`src/rtl/lfsr_period_gen_if.sv`:
```
// Bundle of seed/control inputs and state/measurement outputs for lfsr_period_gen.
// The master drives seed/load/en; the slave (the generator) drives everything else.
interface lfsr_period_gen_if #(
  parameter int WIDTH = 8
);
  logic [WIDTH-1:0] seed;
  logic             load;
  logic             en;
  logic [WIDTH-1:0] data;
  logic             out;
  logic             ready;
  logic [WIDTH-1:0] period;
  logic             period_valid;
  logic [15:0]      wraps;
  logic             lockup;

  modport master (
    output seed, load, en,
    input  data, out, ready, period, period_valid, wraps, lockup
  );

  modport slave (
    input  seed, load, en,
    output data, out, ready, period, period_valid, wraps, lockup
  );
endinterface

```
`src/rtl/lfsr_period_gen.sv`:
```
// Fibonacci LFSR with exact period measurement: counts steps until the state returns
// to the loaded seed, and flags (optionally repairs) the all-zero lock-up seed.
module lfsr_period_gen #(
  parameter int             WIDTH    = 8,
  parameter logic [WIDTH-1:0] TAPS   = 8'hB8,
  parameter bit             ZERO_SUB = 1'b1
) (
  input  logic              clk,
  input  logic              rst,
  lfsr_period_gen_if.slave  bus
);

  generate
    if (WIDTH < 3 || WIDTH > 32) begin : g_bad_width
      $error("lfsr_period_gen: WIDTH must be in 3..32");
    end
    if (TAPS[WIDTH-1] == 1'b0) begin : g_bad_taps
      $error("lfsr_period_gen: TAPS[WIDTH-1] must be 1");
    end
  endgenerate

  logic [WIDTH-1:0] data_reg;
  logic [WIDTH-1:0] seed_ref_reg;
  logic [WIDTH-1:0] cnt_reg;
  logic [WIDTH-1:0] period_reg;
  logic             ready_reg;
  logic             period_valid_reg;
  logic [15:0]      wraps_reg;
  logic             lockup_reg;

  logic [WIDTH-1:0] tap_bits;
  logic             feedback;
  logic [WIDTH-1:0] data_next;
  logic [WIDTH-1:0] load_val;
  logic [WIDTH-1:0] cnt_inc;
  logic             seed_zero;
  logic             wrap_hit;

  genvar gi;
  generate
    for (gi = 0; gi < WIDTH; gi = gi + 1) begin : g_taps
      assign tap_bits[gi] = data_reg[gi] & TAPS[gi];
    end
  endgenerate

  assign feedback  = ^tap_bits;
  assign data_next = {data_reg[WIDTH-2:0], feedback};
  assign seed_zero = (bus.seed == '0);
  assign load_val  = (ZERO_SUB && seed_zero) ? WIDTH'(1) : bus.seed;
  assign cnt_inc   = cnt_reg + WIDTH'(1);
  // The step is a bijection, so the first return to seed_ref closes the cycle exactly.
  assign wrap_hit  = (data_next == seed_ref_reg);

  always_ff @(posedge clk or negedge rst) begin
    if (!rst) begin
      data_reg         <= '0;
      seed_ref_reg     <= '0;
      cnt_reg          <= '0;
      period_reg       <= '0;
      ready_reg        <= 1'b0;
      period_valid_reg <= 1'b0;
      wraps_reg        <= '0;
      lockup_reg       <= 1'b0;
    end else begin
      period_valid_reg <= 1'b0;
      if (bus.load) begin
        data_reg     <= load_val;
        seed_ref_reg <= load_val;
        cnt_reg      <= '0;
        ready_reg    <= 1'b1;
        period_reg   <= '0;
        wraps_reg    <= '0;
        lockup_reg   <= seed_zero;
      end else if (bus.en && ready_reg) begin
        data_reg <= data_next;
        if (wrap_hit) begin
          period_reg       <= cnt_inc;
          period_valid_reg <= 1'b1;
          cnt_reg          <= '0;
          if (wraps_reg != 16'hFFFF) begin
            wraps_reg <= wraps_reg + 16'd1;
          end
        end else begin
          cnt_reg <= cnt_inc;
        end
        // Without substitution zero maps only to zero, so this tracks the stuck state.
        if (!ZERO_SUB) begin
          lockup_reg <= (data_next == '0);
        end
      end
    end
  end

  assign bus.data         = data_reg;
  assign bus.out          = data_reg[WIDTH-1];
  assign bus.ready        = ready_reg;
  assign bus.period       = period_reg;
  assign bus.period_valid = period_valid_reg;
  assign bus.wraps        = wraps_reg;
  assign bus.lockup       = lockup_reg;

endmodule
```
`src/flat_wrapper.sv`:
```
// flat-port wrapper written by rule: the top's interface ports become plain ports
module lfsr_period_gen_flat 
#(
  parameter int             WIDTH    = 8,
  parameter logic [WIDTH-1:0] TAPS   = 8'hB8,
  parameter bit             ZERO_SUB = 1'b1
)
  (clk, rst, bus_seed, bus_load, bus_en, bus_data, bus_out, bus_ready, bus_period, bus_period_valid, bus_wraps, bus_lockup);
  lfsr_period_gen_if #(.WIDTH(WIDTH)) bus_i ();
  input  logic clk;
  input  logic rst;
  input wire logic [$bits(bus_i.seed)-1:0] bus_seed;
  input wire logic [$bits(bus_i.load)-1:0] bus_load;
  input wire logic [$bits(bus_i.en)-1:0] bus_en;
  output wire logic [$bits(bus_i.data)-1:0] bus_data;
  output wire logic [$bits(bus_i.out)-1:0] bus_out;
  output wire logic [$bits(bus_i.ready)-1:0] bus_ready;
  output wire logic [$bits(bus_i.period)-1:0] bus_period;
  output wire logic [$bits(bus_i.period_valid)-1:0] bus_period_valid;
  output wire logic [$bits(bus_i.wraps)-1:0] bus_wraps;
  output wire logic [$bits(bus_i.lockup)-1:0] bus_lockup;
  assign bus_i.seed = bus_seed;
  assign bus_i.load = bus_load;
  assign bus_i.en = bus_en;
  assign bus_data = bus_i.data;
  assign bus_out = bus_i.out;
  assign bus_ready = bus_i.ready;
  assign bus_period = bus_i.period;
  assign bus_period_valid = bus_i.period_valid;
  assign bus_wraps = bus_i.wraps;
  assign bus_lockup = bus_i.lockup;
  lfsr_period_gen #(.WIDTH(WIDTH), .TAPS(TAPS), .ZERO_SUB(ZERO_SUB)) u_core (.clk(clk), .rst(rst), .bus(bus_i));
endmodule
```
`config.mk`:
```
export PLATFORM = sky130hd
export DESIGN_NAME = lfsr_period_gen_flat
export DESIGN_NICKNAME = d
export VERILOG_FILES = /design/src/rtl/lfsr_period_gen_if.sv /design/src/rtl/lfsr_period_gen.sv /design/src/flat_wrapper.sv
export SDC_FILE = /design/constraint.sdc
export NUM_CORES = 1
export LEC_CHECK = 0
export CAP_MARGIN = 15
export CORE_MARGIN = 2
export CORE_UTILIZATION = 50
export DETAILED_ROUTE_END_ITERATION = 12
export PLACE_DENSITY_LB_ADDON = 0.05
export SLEW_MARGIN = 0
export SYNTH_ARGS = -nofsm -noshare
export SYNTH_HDL_FRONTEND = slang
export SYNTH_SLANG_ARGS = --single-unit
export TNS_END_PERCENT = 50
```
`constraint.sdc`:
```
create_clock -name clk -period 2.3 [get_ports clk]
set_input_delay 0.345 -clock clk [delete_from_list [all_inputs] [get_ports clk]]
set_output_delay 0.345 -clock clk [all_outputs]
set_load 0.05 [all_outputs]
```
==> run metrics <==
outcome finished, final reports clean; DPL Wire Length between 4000 and 5000 um; Skew-Pair Late Insertion Delay 0.30 ns; share of the synthesized area in the top cell type 48.92%; Post-CTS Setup Bufs 0; Syn Inst Count 267; global-route wire length before repair 10380 um; VDD IR max between 0.0003 and 0.0004 V; starting density of the core around half; # hold bufs at CTS 0; syn_nets 281; Worst R2R Start u_core.bus.data[6]$_DFFE_PN0P_; port bufs 47; core area slightly above 5000 sq um; Area Overhead vs Synth 26.81%; Post-Syn Area 2609 sq um; Max FO, Critical Path 23; slowest stage delay, CP about 0.5 ns; CTS Buffer Depth 2; Max Cap Viol 0; syn_area_per_cell a little under 10 sq um; Yosys warnings 0; skew final approximately 0.0049 ns; pin count of the biggest net entering global routing 52; dominant cell type by area after synthesis dfrtp_1; Post-layout nets 332; antenna violations before repair 0; Post-synth EDFFs 0; Main synth FF type dfrtp_1; RSZ-0062 raised after global routing no; die area 5811 sq um; Slew Limit Headroom between 50% and 60%; crit end category flop; total CTS buffers 5; P per Cell Area between 500 and 600 nW/um^2; FF-to-FF path depth 6; Final Hold Fails 0; startpoint types flop; Post-synth ARST share 100.0%; row cnt 26; Worst Max-Slew Pin Slew about 0.65 ns; clk slew on worst S/H paths about 0.09 ns; share of cells above drive strength 1 roughly a tenth; vias in the first global route between 2000 and 2500; GRT overflow 0; WL final approximately 5900 um; register area share after synthesis 48.92%; final std cells w/o fill 389; cts repair resizes 0; worst path bufs/invs 1; synth top area cells dfrtp_1 (49%), mux2i_1 (5.0%), o21ai_0 (4.2%), a21oi_1 (3.6%), xor2_1 (3.4%); drt drc 0; CP max stage cell or4_1; crit path DAT ~2.4 ns; Filler Cell Count between 400 and 500; Boundary Pins 48; CTS tree done; DR vias/cell around 5.7; drt initial violations about 180; Critical Path RT approximately 2.5 ns; FMAX approximately 0.46 GHz; Tcrit/Tclk final between 90 and 100%; via count 2208; antenna cells 0; Inst Count DP ~380; post-route ant nets 0; setup TNS 0 ns; setup violators final 0; HP Class input port to asynchronous set/reset pin; Yosys cell types 41; Die Y-Extent 76.23 um; crit path kind flop to flop; TritonRoute pass-1 iters 4; CTS root buffer clkbuf_8; CTS sink cnt ~50; Period minus WS final between 2 and 2.5 ns; Pleak around 1.4 nW; max reg flops 16; worst reg2reg setup slack around 0.13 ns; GRT Overall Usage ~22%; Synth Register Bits between 50 and 60; chip width between 70 and 80 um; H-tree depth 2; Worst path top cell family by delay simple AND/OR/NAND/NOR gates; gp weighted congestion just over 0.8; worst-path cell chain xor2_1 -> nor4_4 -> nand4_1 -> buf_4 -> or4_1 -> a21oi_1; Critical R2R Capture u_core.bus.wraps[9]$_DFFE_PN0P_; WL/cell around 15 um; max-slew violation count 0
## routing by layer
| layer | wire length [um] | part of all wire, % | track usage, % |
|---|---|---|---|
| met1 | 2629 | 45 | 28.13 |
| met2 | 2945 | 50 | 38.32 |
| met5 | 0 | 0 | 0 |
| met3 | 246 | 4.2 | 4.621 |
| met4 | 61 | 1.0 | 5.455 |
## cell usage after synthesis, types with 2 or more instances
master     count
dfrtp_1       51
nand2_1       23
o21ai_0       22
a21oi_1       19
nor2_1        14
inv_1         13
mux2i_1       13
nand3_1       13
or4_1         10
xor2_1        10
clkbuf_1       8
o31ai_1        8
a31oi_1        5
nand4_1        5
or3_1          5
xnor2_1        5
nor3_1         4
or2_2          4
nor4_1         3
and3_1         2
buf_2          2
buf_4          2
ha_1           2
mux2_2         2
nand3b_1       2
nor2b_1        2
o2111ai_1      2
o21ba_2        2
o31a_1         2
## area by class of cell
type                       count  area (sq um)  area share, %
timing repair buffer          58         543.0          16.41
tap                           70         87.58          2.648
sequential                    51          1276          38.58
clock inverter                 2         35.03          1.059
inverter                      13         48.80          1.475
clock buffer                   6         82.58          2.496
multi-input combinational    189          1235          37.33
## cell families after synthesis
kind of cell,count (synthesis),synth area share [%]
AND/OR/NAND/NOR,91,18.56
flip-flops,51,48.92
buffers and inverters,27,4.556
AO/OA/AOI/OAI,64,14.58
XOR/XNOR,17,6.571
adder cells (fa/ha/maj),2,0.9591
multiplexers,15,5.851
## worst max path at each step
| stage | from | endpoint | cells after the start |
|---|---|---|---|
| finish | u_core.bus.data[6]$_DFFE_PN0P_ | u_core.bus.wraps[9]$_DFFE_PN0P_ | 6 |
| CTS | u_core.bus.data[6]$_DFFE_PN0P_ | u_core.bus.wraps[12]$_DFFE_PN0P_ | 5 |
| floorplan | u_core.bus.data[6]$_DFFE_PN0P_ | u_core.bus.wraps[15]$_DFFE_PN0P_ | 6 |
| global placement | u_core.bus.data[6]$_DFFE_PN0P_ | u_core.bus.wraps[12]$_DFFE_PN0P_ | 5 |
| global route | u_core.bus.data[2]$_DFFE_PN0P_ | u_core.bus.wraps[9]$_DFFE_PN0P_ | 6 |
| detailed placement | u_core.bus.data[6]$_DFFE_PN0P_ | u_core.bus.wraps[6]$_DFFE_PN0P_ | 5 |
## stage by stage
| stage | power (mW) | hold slack (ns) | util (%) | setup WS [ns] | instance area, sq um |
|---|---|---|---|---|---|
| after floorplan | 1.178 | 0.04941 | - | 0.03349 | 2609 |
| after global placement | 1.298 | 0.4863 | 62.45 | 0.1397 | 3169 |
| after detailed placement | 1.301 | 0.4838 | 62.45 | 0.07413 | 3169 |
| after CTS | 1.948 | 0.1702 | 64.77 | 0.03730 | 3287 |
| after global routing | 2.041 | 0.1944 | 65.19 | 0.03569 | 3308 |
| final | 1.944 | 0.1310 | 65.19 | 0.1316 | 3308 |
## cells in the final DEF (no fill, tap or decap), types with 6 or more instances in the layout
cell type | synthesis | routed
o31ai_1 | 8 | 8
xor2_1 | 10 | 10
mux2i_1 | 13 | 13
inv_1 | 13 | 13
clkbuf_8 | 0 | 6
a21oi_1 | 19 | 19
buf_4 | 2 | 11
or4_1 | 10 | 10
dfrtp_1 | 51 | 51
nand3_1 | 13 | 13
clkdlybuf4s50_1 | 0 | 45
nand2_1 | 23 | 23
nor2_1 | 14 | 14
o21ai_0 | 22 | 22
## where the power goes
group,internal (mW),total [mW],switching (mW)
registers,0.928,0.962,0.0339
logic,0.130,0.333,0.204
clock network,0.352,0.648,0.296
No activity file was read; power rests on OpenSTA's default activity.
==> patch: new RTL, same flow settings <==
`ZERO_SUB` is set to 1'b1 in 2 places; all go to 1'b0.
--- a/src/rtl/lfsr_period_gen.sv
+++ b/src/rtl/lfsr_period_gen.sv
@@ -5,3 +5,3 @@
   parameter logic [WIDTH-1:0] TAPS   = 8'hB8,
-  parameter bit             ZERO_SUB = 1'b1
+  parameter bit             ZERO_SUB = 1'b0
 ) (
--- a/src/flat_wrapper.sv
+++ b/src/flat_wrapper.sv
@@ -5,3 +5,3 @@
   parameter logic [WIDTH-1:0] TAPS   = 8'hB8,
-  parameter bit             ZERO_SUB = 1'b1
+  parameter bit             ZERO_SUB = 1'b0
 )
Check against the original RTL: not equivalent (Yosys sat finds a counterexample within 4 cycles, from zero or initial values and one cycle with rst low).
==> patch against the original RTL <==
Synthesized area increased by 0.91%. Clock skew decreased by 0.00066 ns. Synthesized cell count grew 4.5%. Total power fell by 6.5%. Cell area increased by 0.11%. Routed wire length is 1.8% lower. Sequential cell count unchanged. Setup slack better by 0.028 ns. First-iteration DRC count shrank 42%.
==> patch: results <==
set metrics [dict create \
    run_status "finished clean" \
    met2_resource_use_gr 0.343 \
    finalCritPeriodShare 0.930 \
    dp_hpwl_mm 4.17 \
    timing.reg2reg.setup_slack_ns 0.16 \
    grtUsageMet1 0.272 \
    worst_setup_path_startpoint "u_core.bus.data[7]" \
    crit_slowest_cell "sky130_fd_sc_hd__dfrtp_1" \
    skew_ns 0.00420 \
    timing.critical_path.fanout_max 12 \
    post_synth.cell_area_avg_sq_um 9.44 \
    dp_slack_ns 0.113 \
    grt_pass1_vias 2081 \
    share_clk_of_total_power 0.273 \
    overall_global_routing_resource_usage 0.208 \
    leading_post_synthesis_cells_by_cell_area "sky130_fd_sc_hd__dfrtp_1 (48%), sky130_fd_sc_hd__mux2i_1 (4.9%), sky130_fd_sc_hd__o21ai_0 (4.9%), sky130_fd_sc_hd__nand2_1 (4.3%), sky130_fd_sc_hd__a21oi_1 (3.4%)" \
    power_switching_w 0.000535 \
    synth_seq_area_share 0.485 \
    1st_iter_drt_viols 103 \
    grt_pass1_wl_mm 9.80 \
    vias 2200 \
    wirelength_mm 5.78 \
    worst_ir_drop_vdd_mv 0.431 \
    critPathMaxStageDelay_ns 0.44 \
    p_leak_nw 1.42 \
    whs_ns 0.0440 \
    drive_gt1_frac 0.0931 \
    pwr.group.combinational_w 0.000355 \
    global_route.usage.met3 0.0450 \
]
## patch: cell count changes after synthesis, sizes merged, moves of 2 or more
cell     delta
o2111ai     -2
and3        -2
nor2        +6
or4         -6
o21ai       +4
or3         +3
o31ai       -3
nor4        +2
nand2       +7
nand4       +3
## patch: area by class of cell
| cell class | instances | area (sq um) |
|---|---|---|
| timing repair buffer | 60 | 571 |
| clock inverter | 1 | 5.00 |
| tap | 70 | 87.6 |
| clock buffer | 7 | 76.3 |
| inverter | 12 | 45.0 |
| multi-input combinational | 202 | 1250 |
| sequential | 51 | 1280 |
| fill | 443 | 1800 |
## patch: cell families (layout without fill, tap and decap cells)
family,Yosys count,after routing,share of synthesized area
AND/OR/NAND/NOR,108,108,0.215
AO/OA/AOI/OAI,59,59,0.127
flip-flops,51,51,0.485
buffers and inverters,26,80,0.0399
XOR/XNOR,18,18,0.0656
multiplexers,15,15,0.0580
adder cells (fa/ha/maj),2,2,0.00950
